`config.mk`:
```
export PLATFORM = sky130hd
export DESIGN_NAME = uart_rx_fifo
export DESIGN_NICKNAME = d
export VERILOG_FILES = /design/src/rtl/uart_rx_fifo.sv
export SDC_FILE = /design/constraint.sdc
export NUM_CORES = 1
export LEC_CHECK = 0
export ABC_AREA = 1
export BUFFER_PORTS_ARGS = -buffer_cell sky130_fd_sc_hd__buf_4
export CAP_MARGIN = 20
export CORE_MARGIN = 2
export CORE_UTILIZATION = 35
export CTS_CLUSTER_SIZE = 30
export DETAILED_ROUTE_END_ITERATION = 10
export HOLD_SLACK_MARGIN = 0.08
export PLACE_DENSITY = 0.49
export SYNTH_ARGS = -nofsm -noshare
export SYNTH_HDL_FRONTEND = slang
export SYNTH_SLANG_ARGS = --single-unit
```
`constraint.sdc`:
```
create_clock -name clk_in -period 3.3 [get_ports clk_in]
set_input_delay 0 -clock clk_in [delete_from_list [all_inputs] [get_ports clk_in]]
set_output_delay 0 -clock clk_in [all_outputs]
set_load 0.02 [all_outputs]
```
`src/rtl/uart_rx_fifo.sv`:
```
// uart_rx_fifo: 8N1 UART receiver feeding a first-word-fall-through byte FIFO with framing/overrun pulses.
module uart_rx_fifo #(
  parameter int CLK_HZ     = 100_000_000,
  parameter int BAUD       = 115200,
  parameter int FIFO_DEPTH = 16
) (
  input  logic                          clk_in,
  input  logic                          rst_in,
  input  logic                          rx_in,
  output logic [7:0]                    char_out,
  output logic                          char_out_valid,
  input  logic                          char_out_ready,
  output logic                          framing_error_out,
  output logic                          overrun_out,
  output logic [$clog2(FIFO_DEPTH):0]   fill_count_out
);
  localparam int CPB = CLK_HZ / BAUD;
  localparam int CW  = $clog2(CPB);
  localparam int AW  = $clog2(FIFO_DEPTH);
  localparam logic [CW-1:0] HALF_T = CW'(CPB / 2 - 1);
  localparam logic [CW-1:0] BIT_T  = CW'(CPB - 1);
  localparam logic [AW:0]   DEPTH  = (AW + 1)'(FIFO_DEPTH);
  typedef enum logic [2:0] {IDLE, START, DATA, STOP, BRK} state_t;
  state_t state_q, state_d;
  logic s1_q, rx_s_q;
  logic [CW-1:0] cnt_q, cnt_d;
  logic [2:0] idx_q, idx_d;
  logic [7:0] shreg_q, shreg_d;
  logic fe_q, fe_d, ov_q, ov_d;
  logic [AW-1:0] wp_q, wp_d, rp_q, rp_d;
  logic [AW:0] fill_q, fill_d;
  logic [7:0] mem_q [FIFO_DEPTH];
  logic sample, wr, push, pop, full;
  assign sample = cnt_q == ((state_q == START) ? HALF_T : BIT_T);
  always_ff @(posedge clk_in)
    if (rst_in) state_q <= IDLE;
    else state_q <= state_d;
  always_comb begin
    state_d = state_q;
    case (state_q)
      IDLE:    if (!rx_s_q) state_d = START;
      START:   if (sample) state_d = rx_s_q ? IDLE : DATA;
      DATA:    if (sample && idx_q == 3'd7) state_d = STOP;
      STOP:    if (sample) state_d = rx_s_q ? IDLE : BRK;
      BRK:     if (rx_s_q) state_d = IDLE;
      default: state_d = IDLE;
    endcase
  end
  always_comb begin
    cnt_d   = (state_d != state_q || sample) ? '0 : cnt_q + 1'b1;
    idx_d   = (state_q == DATA) ? idx_q + 3'(sample) : '0;
    shreg_d = (state_q == DATA && sample) ? {rx_s_q, shreg_q[7:1]} : shreg_q;
    wr      = state_q == STOP && sample && rx_s_q;
    fe_d    = state_q == STOP && sample && !rx_s_q;
    pop     = char_out_valid && char_out_ready;
    full    = fill_q == DEPTH;
    push    = wr && (!full || pop);
    ov_d    = wr && full && !pop;
    wp_d    = wp_q + AW'(push);
    rp_d    = rp_q + AW'(pop);
    fill_d  = fill_q + (AW + 1)'(push) - (AW + 1)'(pop);
  end
  always_ff @(posedge clk_in)
    if (rst_in) begin
      s1_q    <= 1'b1;
      rx_s_q  <= 1'b1;
      cnt_q   <= '0;
      idx_q   <= '0;
      shreg_q <= '0;
      fe_q    <= 1'b0;
      ov_q    <= 1'b0;
      wp_q    <= '0;
      rp_q    <= '0;
      fill_q  <= '0;
    end else begin
      s1_q    <= rx_in;
      rx_s_q  <= s1_q;
      cnt_q   <= cnt_d;
      idx_q   <= idx_d;
      shreg_q <= shreg_d;
      fe_q    <= fe_d;
      ov_q    <= ov_d;
      wp_q    <= wp_d;
      rp_q    <= rp_d;
      fill_q  <= fill_d;
    end
  always_ff @(posedge clk_in)
    if (push) mem_q[wp_q] <= shreg_q;
  assign char_out_valid    = fill_q != '0;
  assign char_out          = char_out_valid ? mem_q[rp_q] : 8'h00;
  assign framing_error_out = fe_q;
  assign overrun_out       = ov_q;
  assign fill_count_out    = fill_q;
endmodule
```
After elaboration in Yosys (flattened, before gate mapping). Memory sizes are Yosys's and may differ from the RTL's. A register that Yosys moved wholly into a read port is not among the register bits. Index checks and enable logic that the tools add are counted.

Bits in registers: 41. Memory bits (writable): 128. Input port bits: 4. Output and inout bits: 16. Word-level logic and storage cells: 58. Memories: 1.

$add $sub $neg: 6. Eq/ne operators: 8. Multiplexer cells: 13. Bitwise logic cells: 1. Reduce and logical (&&, ||, !) cells: 18.

Memory list: mem_q (words 16, width 8, read ports 1, clocked after memory_dff 1, wr ports 1, RTL line 32) `logic [7:0] mem_q [FIFO_DEPTH];`.

Operator list (number): $mux W3 (6); $pmux W3 S5 (1); $add A10 B1 Y10 const B (1); $eq A10 B10 Y1 (1); $mux W10 (1); $logic_and A1 B1 Y1 (9); $add A4 B1 Y4 (2); $mux W8 (1); $eq A3 B2 Y1 const B (2); $eq A3 B3 Y1 const B (2); $add A5 B1 Y5 (1); $eq A5 B5 Y1 const B (1); $reduce_bool A5 Y1 (1); $sub A5 B1 Y5 (1); $mux W4 (1); $reduce_or A2 Y1 (2); $add A3 B1 Y3 (1); $eq A3 B1 Y1 const B (1); $logic_not A1 Y1 (3); $logic_not A3 Y1 (1); $ne A3 B3 Y1 (1); $logic_or A1 B1 Y1 (2); $mux W1 (2); $mux W2 (1); $not A1 Y1 (1).

Logic depth before layout (Yosys ltp).
Depth in word-level cells: 9. Depth in mapped cells: 19. Depth with buffers taken out: 19.

Worst setup path before layout. Ideal clock, no wire load.

Path kind: flip-flop to flip-flop. From: register fill_q[3] (netlist: fill_count_out[3]). To: register fill_q[4] (netlist: fill_count_out[4]). Setup time: 0.128 ns. Arrival time: 2.763 ns. Data required time: 3.172 ns. Slack: 0.409 ns. Cell stages (with the launch flop): 20. Buffers on the path: 0. Period minus slack after synthesis: 2.891 ns. Path through: dfxtp_1 -> inv_1 -> ha_1 -> nand2_1 -> nor2_1 -> inv_1 -> nor2_2 -> inv_2 -> nand2_1 -> nand3_1 -> nand3_4 -> ha_1 -> inv_1 -> ha_1 -> inv_1 -> fa_1 -> nor3_1 -> a211oi_1 -> o21ai_0 -> a21oi_1.

Cells in the longest elaborated chain, start to end: 6. Elaborated cells between the ends (all ways): 8. Those cells by class: add/sub (2); eq/ne (1); reduce/logical (5).

Ends and longest elaborated chain: start, declared (RTL line 31) `logic [AW:0] fill_q, fill_d;`; start signal, assigned (RTL line 85) `fill_q <= fill_d;`; $reduce_bool A5 Y1 * (RTL line 89) `assign char_out_valid = fill_q != '0;`; net char_out_valid (RTL line 11) `output logic char_out_valid,`; $logic_and A1 B1 Y1 * (RTL line 55) `pop = char_out_valid && char_out_ready;`; $logic_or A1 B1 Y1 (RTL line 57) `push = wr && (!full || pop);`; $logic_and A1 B1 Y1 (RTL line 57); $add A5 B1 Y5 (RTL line 61) `fill_d = fill_q + (AW + 1)'(push) - (AW + 1)'(pop);`; $sub A5 B1 Y5 * (RTL line 61).

The timed path passes the listed nets; every way through them passes the cells marked *. A chain may end at the register's enable or synchronous reset.

Worst setup path in the final report.
From: register fill_q[2] (netlist: fill_count_out[2]). To: register fill_q[4] (netlist: fill_count_out[4]).

Cells in the longest elaborated chain, start to end: 6. Elaborated cells between the ends (all ways): 8. Those cells by class: add/sub (2); eq/ne (1); reduce/logical (5).

Ends and longest elaborated chain (RTL line): $eq A5 B5 Y1 or $reduce_bool A5 Y1 (tied branches) (56, 89); $logic_not A1 Y1 or $logic_and A1 B1 Y1 (tied branches) (57, 55); $logic_or A1 B1 Y1 (57); $logic_and A1 B1 Y1 (57); $add A5 B1 Y5 (61); $sub A5 B1 Y5 * (61).

Mark *: on every way between the ends. The rest lies on a longest branch, timed or not.

==> flow_summary.yaml <==
outcome:
  status: "finished, final reports clean"
min_path:
  hold_path_class: "reg -> reg"
  min-delay-start: "s1_q"
cts:
  clock_latency_ns: 0.42
  path_clk_slew_ns: 0.06
  clock-root-buffer: "clkbuf_16"
  clockBufferDepth: 2
  cts_resized: 0
  cts-htree-levels: 4
  cts_sinks: 169
  cts_buffers: 17
  tritoncts: "done"
power_and_ir_drop:
  p_leak_nw: 3.12
  power_density_nw_per_um2: 685
  peakVddDrop_v: 0.000387
placed_design:
  place.gp.congestion: 0.751
  portBuffers: 19
  hpwl_um: 9990
finish:
  finish.utilization: 0.414
  fin_nets: 659
  syn2layout_area_growth_pct: 16.1
  num_antenna_cells: 0
  drive_gt1_frac: 0.144
yosys:
  ys_seq_elements: 169
  synthCells: 606
  synth_nets: 624
  yosysSeqAreaShare: 0.672
  async_flop_share: 0
  ys_types: 32
  synth-edff-count: 128
  netlist_area_um2: 6940
  avgSynthCellArea_um2: 11.4
  yosysWarnings: 0
  yosys_most_used_dff: "edfxtp_1"
sta:
  finalClockSkew_ns: 0.00875
  relSlewSlack: 0.418
  finalSetupTns_ns: 0
  drv_slew: 0
  rsz0062_at_grt: "no"
  finalHoldViolations: 0
  finalSetupViolations: 0
  fin_crit_ns: 2.75
  timing.fmax_mhz: 363
  tightest_slew_ns: 0.871
  min_period_over_period: 0.834
global_routing:
  antenna_found_initial: 0
  grt_pass1_vias: 4484
  grt_max_degree: 66
  grt_pass1_wl_um: 25600
  grt_use_total: 0.166
  overflow: 0
critical_path:
  critPathCaptureType: "flip-flop"
  crit_start: "fill_count_out[2]"
  max_stage_delay_ns: 0.39
  reg2reg_from: "fill_count_out[2]"
  path_class: "reg -> reg"
  crit_required_ns: 3.59
  crit_path_start_kind: "flip-flop"
  crit_arrival_ns: 3.05
  crit_chain: "inv_1, ha_1, nand2_1, nor2_1, inv_1, nor2_2, inv_2, nand2_1, nand3_1, nand3_4, ha_1, inv_1, ha_1, inv_1, fa_1, nor3_1, a211oi_1, o21ai_0, a21oi_1"
  critical_path.most_common_cell: "inv_1"
  path_max_fanout: 3
  cp_slowest_cell: "fa_1"
detailed_routing:
  wl_um: 16300
  ant_nets: 0
  viasPerCell: 5.04
  dr.pass1.iters: 5
  vias: 4633
  wl_per_cell_um: 17.7
  drt_iter0_drc: 344
  drc: 0
die:
  core_area_um2: 19500
  die_h_um: 145
  initial_utilization: 0.356
  die_x_um: 145
  rows: 51
  die-area_um2: 21000
  io_pins: 20
job:
  maxCapViolations: 0
per-stage QoR:
stage | hold WS (ns) | setup slack, ns | instance area [µm²] | std cells | total power, W
CTS | 0.408 | 0.520 | 8050 | 919 | 0.00557
floorplan | 0.104 | 0.409 | 6940 | 606 | 0.00326
detailed placement | 0.186 | 0.511 | 7450 | 883 | 0.00368
global placement | 0.185 | 0.580 | 7450 | 883 | 0.00366
global route | 0.420 | 0.254 | 8050 | 919 | 0.00581
finish | 0.408 | 0.547 | 8050 | 919 | 0.00552
final cells by class:
| cell class | instances | area, µm² |
|---|---|---|
| inverter | 49 | 184 |
| clock inverter | 14 | 133 |
| fill | 1830 | 11400 |
| tap | 265 | 332 |
| timing repair buffer | 43 | 333 |
| multi-input combinational | 361 | 1980 |
| sequential | 169 | 4670 |
| clock buffer | 18 | 429 |
metal layers:
| layer | vias up | track usage | part of all wire |
|---|---|---|---|
| met3 | 8 | 0.0428 | 0.047 |
| met4 | 0 | 0.0327 | 0.0064 |
| met2 | 106 | 0.264 | 0.47 |
| met1 | 2293 | 0.232 | 0.48 |
| met5 | - | 0 | 0 |
| li1 | 2226 | - | - |
Yosys cell counts, drive strengths merged (5+ instances only):
library cell	count	area (µm²)
buf	9	43.8
o21ai	80	400
xnor2	5	43.8
a21oi	22	110
dfxtp	41	821
ha	13	163
clkbuf	18	67.6
o22ai	6	37.5
edfxtp	128	3840
inv	49	184
nor2	135	534
nand2	21	91.3
o221ai	26	228
xor2	7	61.3
nor3	6	41.3
nand3	31	195
where the power goes:
group / total, W / internal (W) / switching, W
clock network: 0.00189 / 0.00110 / 0.000784
registers: 0.00234 / 0.00230 / 0.0000441
logic: 0.00129 / 0.000451 / 0.000834
placed cells by master, fill, tap and decap left out, types with 3 or more instances in the layout:
cell and instances:
nor2_1 130, edfxtp_1 128, o21ai_0 79, inv_1 43, dfxtp_1 40, buf_4 39
nand3_1 26, o221ai_1 26, a21oi_1 22, clkbuf_16 17, nand2_1 16, ha_1 13
xor2_1 7, inv_2 6, o22ai_1 6, nand2_2 5, nor3_1 5, xnor2_1 5
clkinv_2 5, clkinvlp_4 4, dlygate4sd3_1 4, nor2_4 3, nand3_2 3
critical path: cells and delay by family (launching register included):
family          cells  cell delay, ns
simple gates        7            0.82
compound gates      3            0.26
flops               1            0.33
buf+inv             5            0.30
fa+ha+maj           4            0.91
kinds of logic after synthesis:
| logic type | after synthesis | share of synthesized area |
|---|---|---|
| AOI/OAI and AO/OA | 136 | 0.114 |
| xor gates and xnor gates | 12 | 0.0152 |
| adders and majority gates | 14 | 0.0263 |
| buffers and inverters | 76 | 0.0426 |
| DFF | 169 | 0.672 |
| and+or+nand+nor | 199 | 0.130 |
flip-flops by register name, summed over array words and instances, names as in the netlist:
signal             cells
wp_q                   4
rx_s_q                 1
s1_q                   1
fill_count_out         5
state_q                3
cnt_q                 10
overrun_out            1
framing_error_out      1
rp_q                   4
idx_q                  3
mem_q                128
shreg_q                8
worst paths after layout:
kind | to | slack, ns | cells past startpoint
setup / recovery | fill_count_out[4] | 0.55 | 19
hold / removal | rx_s_q | 0.41 | 1
setup reg to reg | fill_count_out[4] | 0.55 | 19
hold reg to reg | rx_s_q | 0.41 | 1
what timing repair did:
action                                  in CTS  in global routing
endpoints found under the hold margin       15                  0
hold buffers                                 4                  0
setup buffers                                0                  0
endpoints found under the setup margin       0                  0
Power figures use the tool's default switching activity.
